**src/rtl/sum_arbiter.sv**
```systemverilog
// Round-robin arbiter that grants one requester an accumulation session and
// sums its words until a zero word (done), a carry out (err) or a dropped request.
module sum_arbiter #(
   parameter int N_REQ = 4,
   parameter int W     = 16
) (
   input  logic                       clk,
   input  logic                       rstn,
   input  logic [N_REQ-1:0]           req,
   input  logic [N_REQ-1:0]           vld,
   input  logic [N_REQ*W-1:0]         data,
   output logic [N_REQ-1:0]           gnt,
   output logic                       rdy,
   output logic                       done,
   output logic                       err,
   output logic [$clog2(N_REQ)-1:0]   res_id,
   output logic [W-1:0]               sum
);

   localparam int IW = $clog2(N_REQ);
   localparam logic [IW:0] NREQ_W = (IW+1)'(N_REQ);

   localparam logic [1:0] S_IDLE = 2'd0;
   localparam logic [1:0] S_ACC  = 2'd1;
   localparam logic [1:0] S_FIN  = 2'd2;
   localparam logic [1:0] S_ERR  = 2'd3;

   logic [1:0]    r_state;
   logic [IW-1:0] r_gnt_idx;
   logic [IW-1:0] r_rr_ptr;
   logic [IW-1:0] r_res_id;
   logic [W-1:0]  r_acc;
   logic [W-1:0]  r_sum;

   logic [W-1:0]  w_words [N_REQ];
   logic [W-1:0]  w_word;
   logic          w_vld_g;
   logic          w_req_g;
   logic [W:0]    w_add;
   logic          w_win_found;
   logic [IW-1:0] w_win_idx;
   logic [IW:0]   w_cand;
   logic [IW:0]   w_ptr_inc;
   logic [IW-1:0] w_ptr_next;

   genvar gi;
   generate
      for (gi = 0; gi < N_REQ; gi++) begin : g_lane
         assign w_words[gi] = data[gi*W +: W];
         assign gnt[gi]     = (r_state == S_ACC) && (r_gnt_idx == IW'(gi));
      end
   endgenerate

   assign w_word  = w_words[r_gnt_idx];
   assign w_vld_g = vld[r_gnt_idx];
   assign w_req_g = req[r_gnt_idx];
   // W+1-bit accumulate: bit W is the carry that aborts the session
   assign w_add   = {1'b0, r_acc} + {1'b0, w_word};

   // Scan downward so the candidate closest to rr_ptr is the last to win
   always_comb begin
      w_win_found = 1'b0;
      w_win_idx   = '0;
      w_cand      = '0;
      for (int k = N_REQ - 1; k >= 0; k--) begin
         w_cand = {1'b0, r_rr_ptr} + (IW+1)'(k);
         if (w_cand >= NREQ_W) begin
            w_cand = w_cand - NREQ_W;
         end
         if (req[w_cand[IW-1:0]]) begin
            w_win_found = 1'b1;
            w_win_idx   = w_cand[IW-1:0];
         end
      end
   end

   always_comb begin
      w_ptr_inc  = {1'b0, r_gnt_idx} + (IW+1)'(1);
      w_ptr_next = (w_ptr_inc == NREQ_W) ? '0 : w_ptr_inc[IW-1:0];
   end

   always_ff @(posedge clk or negedge rstn) begin
      if (!rstn) begin
         r_state   <= S_IDLE;
         r_gnt_idx <= '0;
         r_rr_ptr  <= '0;
         r_res_id  <= '0;
         r_acc     <= '0;
         r_sum     <= '0;
      end else begin
         case (r_state)
            S_IDLE: begin
               if (w_win_found) begin
                  r_state   <= S_ACC;
                  r_gnt_idx <= w_win_idx;
                  r_acc     <= '0;
               end
            end
            S_ACC: begin
               if (w_vld_g) begin
                  if (w_word == '0) begin
                     r_state  <= S_FIN;
                     r_sum    <= r_acc;
                     r_res_id <= r_gnt_idx;
                  end else if (w_add[W]) begin
                     r_state  <= S_ERR;
                     r_res_id <= r_gnt_idx;
                     r_acc    <= w_add[W-1:0];
                  end else begin
                     r_acc <= w_add[W-1:0];
                  end
               end else if (!w_req_g) begin
                  r_state  <= S_IDLE;
                  r_rr_ptr <= w_ptr_next;
               end
            end
            S_FIN, S_ERR: begin
               r_state  <= S_IDLE;
               r_rr_ptr <= w_ptr_next;
            end
            default: r_state <= S_IDLE;
         endcase
      end
   end

   assign rdy    = (r_state == S_ACC);
   assign done   = (r_state == S_FIN);
   assign err    = (r_state == S_ERR);
   assign res_id = r_res_id;
   assign sum    = r_sum;

endmodule
```
**config.mk**
```make
export PLATFORM = sky130hd
export DESIGN_NAME = sum_arbiter
export DESIGN_NICKNAME = d
export VERILOG_FILES = /design/src/rtl/sum_arbiter.sv
export SDC_FILE = /design/constraint.sdc
export NUM_CORES = 1
export LEC_CHECK = 0
export CAP_MARGIN = 20
export CORE_ASPECT_RATIO = 1.1
export CORE_MARGIN = 3
export CORE_UTILIZATION = 37
export DETAILED_ROUTE_END_ITERATION = 10
export PLACE_DENSITY_LB_ADDON = 0.12
export REMOVE_ABC_BUFFERS = 1
export SYNTH_ARGS = -nofsm -noshare
export SYNTH_HDL_FRONTEND = slang
export SYNTH_SLANG_ARGS = --single-unit
```
**constraint.sdc**
```tcl
create_clock -name clk -period 3.7 [get_ports clk]
set_input_delay 0.925 -clock clk [delete_from_list [all_inputs] [get_ports clk]]
set_output_delay 0.925 -clock clk [all_outputs]
set_load 0.1 [all_outputs]
```
== After elaboration in Yosys (flattened, before gate mapping) ==
Index checks and enable logic that the tools add are counted.
Widths: inputs -> output; s select.

* Input bits: 74
* Output and inout bits: 25
* Word-level logic and storage cells: 100
* Flip-flop bits (word level): 40

* Bitwise operators: 1
* Order comparisons: 10
* Reduce and logical (&&, ||, !) cells: 17
* Add/subtract/negate cells: 9
* Muxes and demuxes: 43
* Equal/unequal tests: 14

{| class="wikitable"
|+ Operators with widths
! kind !! count
|-
| $mux 16 || 5
|-
| $mux 2 || 18
|-
| $bmux 16 s2 || 1
|-
| $pmux 16 s2 || 1
|-
| $add 16x16->17 || 1
|-
| $logic_not 16->1 || 1
|-
| $lt 2x3->1 const B || 5
|-
| $bmux 1 s2 || 6
|-
| $ge 3x3->1 const B || 4
|-
| $reduce_and 3->1 || 4
|-
| $mux 1 || 10
|-
| $eq 2x2->1 const B || 4
|-
| $ne 2x2->1 const B || 4
|-
| $sub 2x1->2 const B || 4
|-
| $add 2x1->3 const B || 2
|-
| $add 2x2->3 const B || 2
|-
| $pmux 2 s3 || 1
|-
| $reduce_bool 2->1 || 3
|-
| $eq 2x1->1 const B || 2
|-
| $logic_and 1x1->1 || 4
|-
| $logic_not 2->1 || 2
|-
| $ne 4x2->1 const B || 1
|-
| $pmux 2 s2 || 1
|-
| $reduce_and 4->1 || 1
|-
| other kinds (7) || 7
|}

== Depth between registers and ports, before layout ==
* Depth after elaboration: 11
* Depth in mapped cells: 10
* Gate-level depth less buffers: 9

== Worst setup path after synthesis ==
Ideal clock, no wire load.

* Path type: input to register
* From: input port data[48]
* To: register r_res_id[0] (netlist: res_id[0])
* Required time: 3.572 ns
* Buffers on the path: 0
* Library setup time: 0.128 ns
* Stages: 9
* Slack: 0.480 ns
* Arrival time: 3.091 ns
* Path through: mux4_2 -> ha_1 -> fa_1 -> nand3_1 -> a21oi_1 -> o211ai_1 -> nor4_1 -> o21ai_1 -> mux2_1

* Word-level cells in the longest chain between the ends: 6
* Elaborated cells on any way between the ends: 8
* Classes of those cells: add/sub (1); mux (4); reduce/logical (3)

{| class="wikitable"
|+ Ends and longest elaborated chain
! item !! RTL line !! source
|-
| start: declaration || 11 || <nowiki>input logic [N_REQ*W-1:0] data,</nowiki>
|-
| $bmux 16 s2 (*) || 54 || <nowiki>assign w_word = w_words[r_gnt_idx];</nowiki>
|-
| $mux 16 (not written as such) (*) (2 in series) || 54 ||
|-
| $add 16x16->17 or $logic_not 16->1 (tied branches) || 58, 101 ||
|-
| $reduce_bool 2->1 (no line) || -- ||
|-
| $reduce_and 3->1 (no line) || -- ||
|-
| end signal: assignment || 104 || <nowiki>r_res_id <= r_gnt_idx;</nowiki>
|-
| end signal: assignment || 107 || <nowiki>r_res_id <= r_gnt_idx;</nowiki>
|-
| end: declaration || 31 || <nowiki>logic [IW-1:0] r_res_id;</nowiki>
|}

Mark *: on every way between the ends. The rest lies on a longest branch, timed or not. The select of a mux whose other input is x is not followed.
A chain may end at the register's enable or synchronous reset.

== Final worst setup path ==
* From: input port data[48]
* To: register r_res_id[1] (netlist: res_id[1])

Same word-level chain as after synthesis.

==> impl_metrics.yaml <==
run_status:
  status: "finished clean"
min_path:
  min-delay-start: "sum[10]$_DFFE_PN0P_"
  worst_hold_path_type: "reg2reg"
  min_to: "sum[10]$_DFFE_PN0P_"
  hold_depth: 1
run:
  max_cap_violations: 0
setup_path:
  r2r-end: "res_id[1]$_DFFE_PN0P_"
  crit_chain: "clkdlybuf4s50_1, mux4_2, ha_1, fa_1, nand3_1, a21oi_1, o211ai_1, nor4_1, o21ai_1, mux2_1"
  r2r_slack_ns: 0.45
  ff2ff_path_depth: 9
  cpMaxStageDelayCell: "mux4_2"
  endpoint_kind: "register"
  cp_max_fo: 3
  cp.required_ns: 3.88
  timing.rr.start: "r_gnt_idx[0]$_DFFE_PN0P_"
  cp_slowest_stage_delay_ns: 0.49
  crit_type: "in2reg"
  critPathLaunchType: "input port"
  crit_arrival_ns: 3.69
logic_synthesis:
  ys_ff_latch: 40
  syn_area_per_cell_um2: 10.7
  yosys_warnings: 0
  synth_edf_count: 0
  postSynthCellCount: 269
  syn_area_um2: 2870
  synth_cell_types: 41
  synth-main-ff-cell: "dfrtp_1"
  async_flop_share: 1.00
  seq_area_frac_synth: 0.349
route:
  routed_wl_um: 7630
  drtIter0Drc: 93
  vias_per_cell: 5.27
  drtAntennaViolNets: 0
  drc: 0
  drtPass1Iterations: 4
  wl_per_cell_um: 15.5
  vias: 2586
cells_and_area:
  n_antenna_cell: 0
  nets: 481
  areaGrowthSynthToFinish_pct: 45.5
  fillCellCount: 692
  post_route_cells_drive_above_1_share: 0.171
  stdcell_count: 491
timing:
  fin_crit_ns: 3.51
  setup_viol: 0
  period_share: 0.950
  slew_viol_final: 0
  hold_viol_final: 0
  finClkSkew_ns: 0.00339
  relSlewSlack: 0.331
  worstMarginPinSlew_ns: 1.00
  setup_tns_ns: 0
  holdWs_ns: 0.483
  clock.fmax_mhz: 285
  rsz0062_at_grt: "no"
clock_tree:
  clk_latency_ns: 0.29
  ctsRootBufferMaster: "clkbuf_8"
  cts.clk_slew.worst_paths_ns: 0.07
  cts.sinks: 40
  cts_max_level: 2
  clockBufferDepth: 2
  numCtsBuffers: 5
  cts_tree: "built"
placement:
  dpl.hpwl_um: 6230
  portBuffers: 98
  place.gp.congestion: 0.828
  dp.cells: 483
floorplan:
  initial_utilization: 0.382
  dieArea_um2: 8840
  row_count: 33
  core_area_um2: 7510
  die_h_um: 98.3
  die_w_um: 89.9
  io_pins: 99
pwr:
  p_total_uw: 3400
  power.density_nw_per_um2: 816
  ir_drop_mv: 0.652
  p_leak_uw: 0.00186
global_route:
  grt_first_pass_wirelength_um: 13000
  overflow: 0
  grt_usage: 0.182
  grt_pass1_vias: 2689
  antenna_found_initial: 0
  grt_start_max_net_pins: 41
## cells in the mapped netlist, types with 2 or more instances
cell type / count / area [µm²]
dfrtp_1: 40 / 1000
ha_1: 20 / 250
mux2_1: 19 / 214
nand2_1: 19 / 71.3
nand3_1: 19 / 95.1
mux4_2: 18 / 405
a21oi_1: 17 / 85.1
o21ai_1: 15 / 75.1
nor2_1: 13 / 48.8
a21o_1: 6 / 45.0
inv_1: 6 / 22.5
and3_1: 5 / 31.3
nor4_1: 5 / 31.3
o21ai_0: 5 / 25.0
o31ai_1: 5 / 37.5
xor2_1: 5 / 43.8
buf_2: 4 / 20.0
clkbuf_1: 4 / 15.0
nor3_1: 4 / 20.0
xnor2_1: 4 / 35.0
a31oi_1: 3 / 18.8
mux2i_1: 3 / 30.0
nand4_1: 3 / 18.8
o211ai_1: 3 / 22.5
o21a_1: 3 / 22.5
buf_6: 2 / 22.5
nand2b_1: 2 / 12.5
o21bai_1: 2 / 15.0
o22ai_1: 2 / 12.5
o41ai_1: 2 / 17.5
## layer usage
| metal | vias to the layer above | share of wire | GRT usage |
|---|---|---|---|
| met3 | 8 | 0.058 | 0.0401 |
| met2 | 79 | 0.48 | 0.304 |
| met5 | - | 0 | 0 |
| li1 | 1262 | - | - |
| met1 | 1237 | 0.44 | 0.239 |
| met4 | 0 | 0.013 | 0.0530 |
## sequential cells by signal (all words and copies together), names as in the netlist
name and count:
r_acc 16, r_gnt_idx 2, r_rr_ptr 2, r_state 2
res_id 2, sum 16
## placed cells by master, fill, tap and decap left out, types with 5 or more instances in the layout
| cell type | instances |
|---|---|
| a21o_1 | 6 |
| a21oi_1 | 17 |
| and3_1 | 5 |
| buf_4 | 33 |
| clkbuf_8 | 5 |
| clkdlybuf4s50_1 | 82 |
| dfrtp_1 | 40 |
| ha_1 | 20 |
| inv_1 | 6 |
| mux2_1 | 19 |
| mux4_2 | 18 |
| nand2_1 | 19 |
| nand3_1 | 19 |
| nor2_1 | 13 |
| nor4_1 | 5 |
| o21ai_0 | 5 |
| o21ai_1 | 15 |
| o31ai_1 | 5 |
| xor2_1 | 5 |
## kinds of logic after synthesis
family	after synthesis	synth area share
XOR/XNOR	9	0.0275
AND/OR/NAND/NOR	75	0.130
adder cells (fa/ha/maj)	21	0.0942
AO/OA/AOI/OAI	66	0.140
flip-flops	40	0.349
multiplexers	41	0.230
buffers and inverters	17	0.0292
## timing repair
action,4_1_cts,5_1_grt
hold buffers,0,0
setup endpoints to repair,0,2
setup buffers,0,1
gates resized for setup,0,0
## final cells by class
| type | instances | area [µm²] | share of cell area |
|---|---|---|---|
| timing repair buffer | 120 | 1150 | 0.276 |
| tap | 105 | 131 | 0.0315 |
| clock inverter | 1 | 5.00 | 0.00120 |
| clock buffer | 6 | 72.6 | 0.0174 |
| inverter | 7 | 26.3 | 0.00630 |
| multi-input combinational | 212 | 1780 | 0.427 |
| sequential | 40 | 1000 | 0.240 |
## power breakdown
| part | internal (µW) | switching [µW] |
|---|---|---|
| registers | 564 | 139 |
| clock network | 128 | 148 |
| logic | 1050 | 1370 |
## per-stage QoR
stage          cell area (µm²)  setup slack, ns  utilization
6_report                  4170            0.185        0.555
3_5_place_dp              4090           -0.182        0.544
2_1_floorplan             2810            0.266            -
5_1_grt                   4170           0.0637        0.555
3_3_place_gp              4090          -0.0652        0.544
4_1_cts                   4170            0.129        0.554
## worst max-delay path: cells and delay by family
kind                       cells  cell delay (ns)
muxes                          2             0.84
AOI/OAI and AO/OA              3             0.65
adders and majority gates      2             0.64
buffers and inverters          1             0.41
and+or+nand+nor                2             0.23
## how the worst max path moves through the flow
stage | start | endpoint | slack [ns] | cells past startpoint
after detailed placement | data[32] | res_id[1]$_DFFE_PN0P_ | -0.18 | 10
after global routing | data[32] | res_id[0]$_DFFE_PN0P_ | 0.06 | 10
after global placement | data[48] | res_id[1]$_DFFE_PN0P_ | -0.07 | 10
after floorplan | r_gnt_idx[0]$_DFFE_PN0P_ | res_id[0]$_DFFE_PN0P_ | 0.27 | 9
final | data[48] | res_id[1]$_DFFE_PN0P_ | 0.19 | 10
after CTS | data[32] | res_id[1]$_DFFE_PN0P_ | 0.13 | 10
Power figures use the tool's default switching activity.
==> patch 1: new RTL, same flow settings <==
`N_REQ`: 4 -> 2.
--- a/src/rtl/sum_arbiter.sv
+++ b/src/rtl/sum_arbiter.sv
@@ -1,7 +1,7 @@
 // Round-robin arbiter that grants one requester an accumulation session and
 // sums its words until a zero word (done), a carry out (err) or a dropped request.
 module sum_arbiter #(
-   parameter int N_REQ = 4,
+   parameter int N_REQ = 2,
    parameter int W     = 16
 ) (
    input  logic                       clk,
Interface: changed (5 resized); port bits go from 99 to 60. The function was not compared with the original's and may differ.
==> patch 1 against the unedited design <==
Via count fell by 20%; clock power is 12% higher; synthesized area fell by 12%; sequential cell count fell by 3; cell area fell by 22%; utilization decreased by 4.5 points; worst setup slack better by 0.096 ns; routed wire length fell by 19%; sequential share of layout area grew 4.5 points; synthesized cell count down 9.7%; total power decreased by 27%; largest power group unchanged; register-to-register slack better by 0.25 ns; largest cell class unchanged; die area shrank 12%; critical path type unchanged.
==> patch 1: results (changes against the unedited design) <==
root_buffer: "clkbuf_8"
slowest_stage: "clkdlybuf4s50_1"
vias: 2081  # -20%
grt_max_degree: 38  # -7.3%
ir_drop_mv: 0.423  # -35%
nets: 361  # -25%
regToRegSetupSlack_ns: 0.70  # +0.25 ns
yosysUniqueCellTypes: 47  # +15%
worstHoldStart: "r_rr_ptr"
ys_seq_area_share_pct: 36.8  # +1.9 points
drt_iter0_markers: 62  # -33%
track_usage_pct: 16.6  # -1.6 points
status: "finished, final reports clean"
ys_top_cells_by_area: "dfrtp_1 (37%), mux2_2 (11%), ha_1 (8.0%)"
grt_util_met2_pct: 27.7  # -2.7 points
synth_top_cells_by_count: "dfrtp_1 (37), mux2_2 (24), a21oi_1 (17), nand3_1 (17), o21ai_0 (17)"
clock_skew_ns: 0.00334  # -0.0000516 ns
drive_above_1_share_pct: 21.8  # +4.7 points
htree_levels: 2  # unchanged
portBuffers: 59  # -40%
dp_hpwl_mm: 4.70  # -25%
worstReg2RegEnd: "res_id"
grtUsageMet1_pct: 21.9  # -2.1 points
worstPathArrival_ns: 3.59  # -0.10 ns
worst_pin_slew_ns: 0.975  # -0.0254 ns
gr-usage-met3_pct: 3.02  # -0.98 points
grt_pass1_wl_mm: 10.3  # -20%
hold_end: "r_rr_ptr"
fill_cells: 623  # -10%
whs_path_depth: 2  # +1
power.leakage_nw: 1.50  # -19%
p_sw_mw: 1.17  # -29%
==> patch 1: changes by cell type after synthesis, sizes merged, moves of 3 or more <==
| cell | unedited run | this run |
|---|---|---|
| and2 | 0 | 3 |
| dfrtp | 40 | 37 |
| ha | 20 | 16 |
| inv | 7 | 4 |
| mux2 | 20 | 34 |
| mux2i | 3 | 0 |
| mux4 | 18 | 0 |
| nand2 | 19 | 13 |
| nor2 | 14 | 8 |
| nor3 | 4 | 1 |
| o211ai | 3 | 0 |
==> patch 1: kinds of logic after synthesis <==
group           share of synthesized area (%)
simple gates                             14.1
compound gates                           16.2
xor+xnor                                 3.83
fa+ha+maj                                8.75
mux                                      16.7
buf+inv                                  3.63
flops                                    36.8
==> patch 1: worst max-delay path by stage <==
stage / slack [ns] / endpoint / startpoint
floorplan: -0.54 / gnt[0] / r_state[0]
global placement: 0.05 / res_id / data[16]
detailed placement: 0.004 / res_id / data[0]
CTS: 0.31 / res_id / data[0]
global route: 0.13 / res_id / data[16]
finish: 0.28 / res_id / data[0]
==> patch 1: routing by layer <==
| metal | wire length, um | vias to the layer above |
|---|---|---|
| li1 | - | 1026 |
| met1 | 2910 | 1002 |
| met2 | 2920 | 48 |
| met3 | 297 | 5 |
| met4 | 76 | 0 |
| met5 | 0 | - |
==> patch 1: area by class of cell <==
cell class | count | share of cell area (%)
Clock buffer | 7 | 2.96
Clock inverter | 1 | 0.154
Inverter | 4 | 0.461
Multi-Input combinational cell | 192 | 46.1
Sequential cell | 37 | 28.5
Tap cell | 80 | 3.08
Timing Repair Buffer | 66 | 18.8
==> patch 1: worst max-delay path, delay by kind of cell <==
family | cells | cell delay, ns
adder cells (fa/ha/maj) | 2 | 0.60
buffers and inverters | 1 | 0.40
AO/OA/AOI/OAI | 5 | 1.04
multiplexers | 2 | 0.63
==> patch 1: through the flow <==
step	hold slack [ns]	instance area, um2	std cells	setup WS [ns]
after floorplan	0.450	2440	233	-0.544
after global placement	0.468	3150	379	0.0477
after detailed placement	0.489	3150	379	0.00392
after CTS	0.506	3250	387	0.307
after global routing	0.539	3250	387	0.128
final	0.502	3250	387	0.281
==> patch 1: power by group through the flow <==
stage | logic, mW | registers (mW) | clock network [mW]
floorplan | 1.09 | 0.690 | 0
global placement | 1.55 | 0.614 | 0
detailed placement | 1.57 | 0.617 | 0
CTS | 1.58 | 0.609 | 0.325
global route | 1.74 | 0.623 | 0.345
finish | 1.56 | 0.607 | 0.311
==> patch 2: new RTL, same flow settings <==
Made on the original files. Register the output `err`, without a reset; this adds one clock of latency there. The other outputs are not delayed to match.
--- a/src/rtl/sum_arbiter.sv
+++ b/src/rtl/sum_arbiter.sv
@@ -125,7 +125,9 @@
 
    assign rdy    = (r_state == S_ACC);
    assign done   = (r_state == S_FIN);
-   assign err    = (r_state == S_ERR);
+   always_ff @(posedge clk) begin
+      err <= (r_state == S_ERR);
+   end
    assign res_id = r_res_id;
    assign sum    = r_sum;
 
Check against the original RTL: not equivalent (Yosys sat finds a counterexample within 4 cycles, from zero or initial values and one cycle with rstn low).
==> patch 2 against the unedited design <==
Die area grew 0.65%; routed wire length rose by 4.0%; worst setup slack worse by 0.018 ns; synthesized area increased by 0.70%; total power is 0.32% higher; sequential cell count rose by 1; cell area barely moved; critical path depth stayed put; critical path type unchanged; largest cell class unchanged; largest power group unchanged; highest routed layer unchanged.
==> patch 2: results (changes against the unedited design) <==
vias_per_cell: 5.24  # -0.45%
rr_worst_depth: 9  # unchanged
p_comb_mw: 2.41
seq-cell-share_pct: 24.5  # +0.49 points
worst_hold_slack_ns: 0.485  # +0.00131 ns
slowest_stage: "mux4_2"
portBuffers: 98  # unchanged
grt_pass1_vias: 2635  # -2.0%
detail_route.first_pass.iterations: 4  # unchanged
htree_levels: 2  # unchanged
hold_end: "sum[10]"
async_flop_share_pct: 97.6  # -2.4 points
antenna_found_initial: 0  # unchanged
worstReg2RegEnd: "res_id[1]"
whs_path_depth: 1  # unchanged
dp_cells: 484  # +0.21%
routedWlPerCell_um: 16.2  # +4.2%
cpPeakStageDelay_ns: 0.48
share_comb_of_total_power_pct: 70.5  # -0.7 points
clock_area_share_pct: 1.77  # -0.089 points
status: "finished, final reports clean"
multi_input_cells: 212  # unchanged
cp_max_fo: 4  # +1
cts_setup_buffers: 0  # unchanged
slew-limit-headroom_pct: 32.8  # -0.33 points
diodes: 0  # unchanged
cts_resized: 0  # unchanged
clock_skew_ns: 0.00625  # +0.00286 ns
ir_drop_mv: 0.684  # +4.9%
seq_cell_count: 41  # +2.5%
dp_hpwl_mm: 6.37  # +2.2%
grt_pass1_wl_mm: 13.2  # +1.8%
ys_seq_area_share_pct: 35.4  # +0.45 points
fill_cells: 686  # -0.87%
yosysUniqueCellTypes: 42  # +2.4%
track_usage_pct: 18.5  # +0.27 points
worstPathArrival_ns: 3.71  # +0.02 ns
cp_top_family: "multiplexers"
regToRegSetupSlack_ns: 0.41  # -0.04 ns
hold_class: "reg2reg"
stdcell_count: 490  # -0.20%
seq-power_mw: 0.730  # +3.8%
swShare_pct: 49.2  # +0.42 points
drt_iter0_markers: 67  # -28%
ys_top_cells_by_area: "dfrtp_1 (35%), mux4_2 (14%), ha_1 (8.7%)"
area_share_nonclk_buffers_pct: 27.2  # -0.41 points
cts_buffer_depth: 2  # unchanged
critical_path.startpoint: "data[32]"
synth_flop_cell: "dfrtp_1"
drive_above_1_share_pct: 16.6  # -0.48 points
synth_top_cells_by_count: "dfrtp_1 (40), ha_1 (20), mux2_1 (19), nand2_1 (19), nand3_1 (19)"
place_congestion: 0.856  # +3.4%
signal_buffers: 119  # -0.83%
power.leakage_nw: 1.86  # -0.16%
postSynthCellCount: 270  # +0.37%
-- patch 2: layer usage --
layer | share of wire [%] | global-route usage, % | vias up | wire length (um)
li1 | - | - | 1266 | -
met1 | 46 | 24.0 | 1235 | 3650
met2 | 48 | 31.1 | 62 | 3840
met3 | 4.4 | 4.27 | 6 | 353
met4 | 1.1 | 5.06 | 0 | 91
met5 | 0 | 0 | - | 0
-- patch 2: per-stage QoR --
stage / TNS [ns] / setup slack, ns / area (um2)
after floorplan: 0 / 0.266 / 2830
after global placement: -0.171 / -0.0797 / 4100
after detailed placement: -0.268 / -0.135 / 4100
after CTS: 0 / 0.163 / 4170
after global routing: 0 / 0.0186 / 4170
final: 0 / 0.167 / 4170
-- patch 2: cell families after synthesis --
family / share of synthesized area (%)
AND/OR/NAND/NOR: 12.9
AO/OA/AOI/OAI: 13.9
multiplexers: 22.9
flip-flops: 35.4
adder cells (fa/ha/maj): 9.36
buffers and inverters: 2.90
XOR/XNOR: 2.73
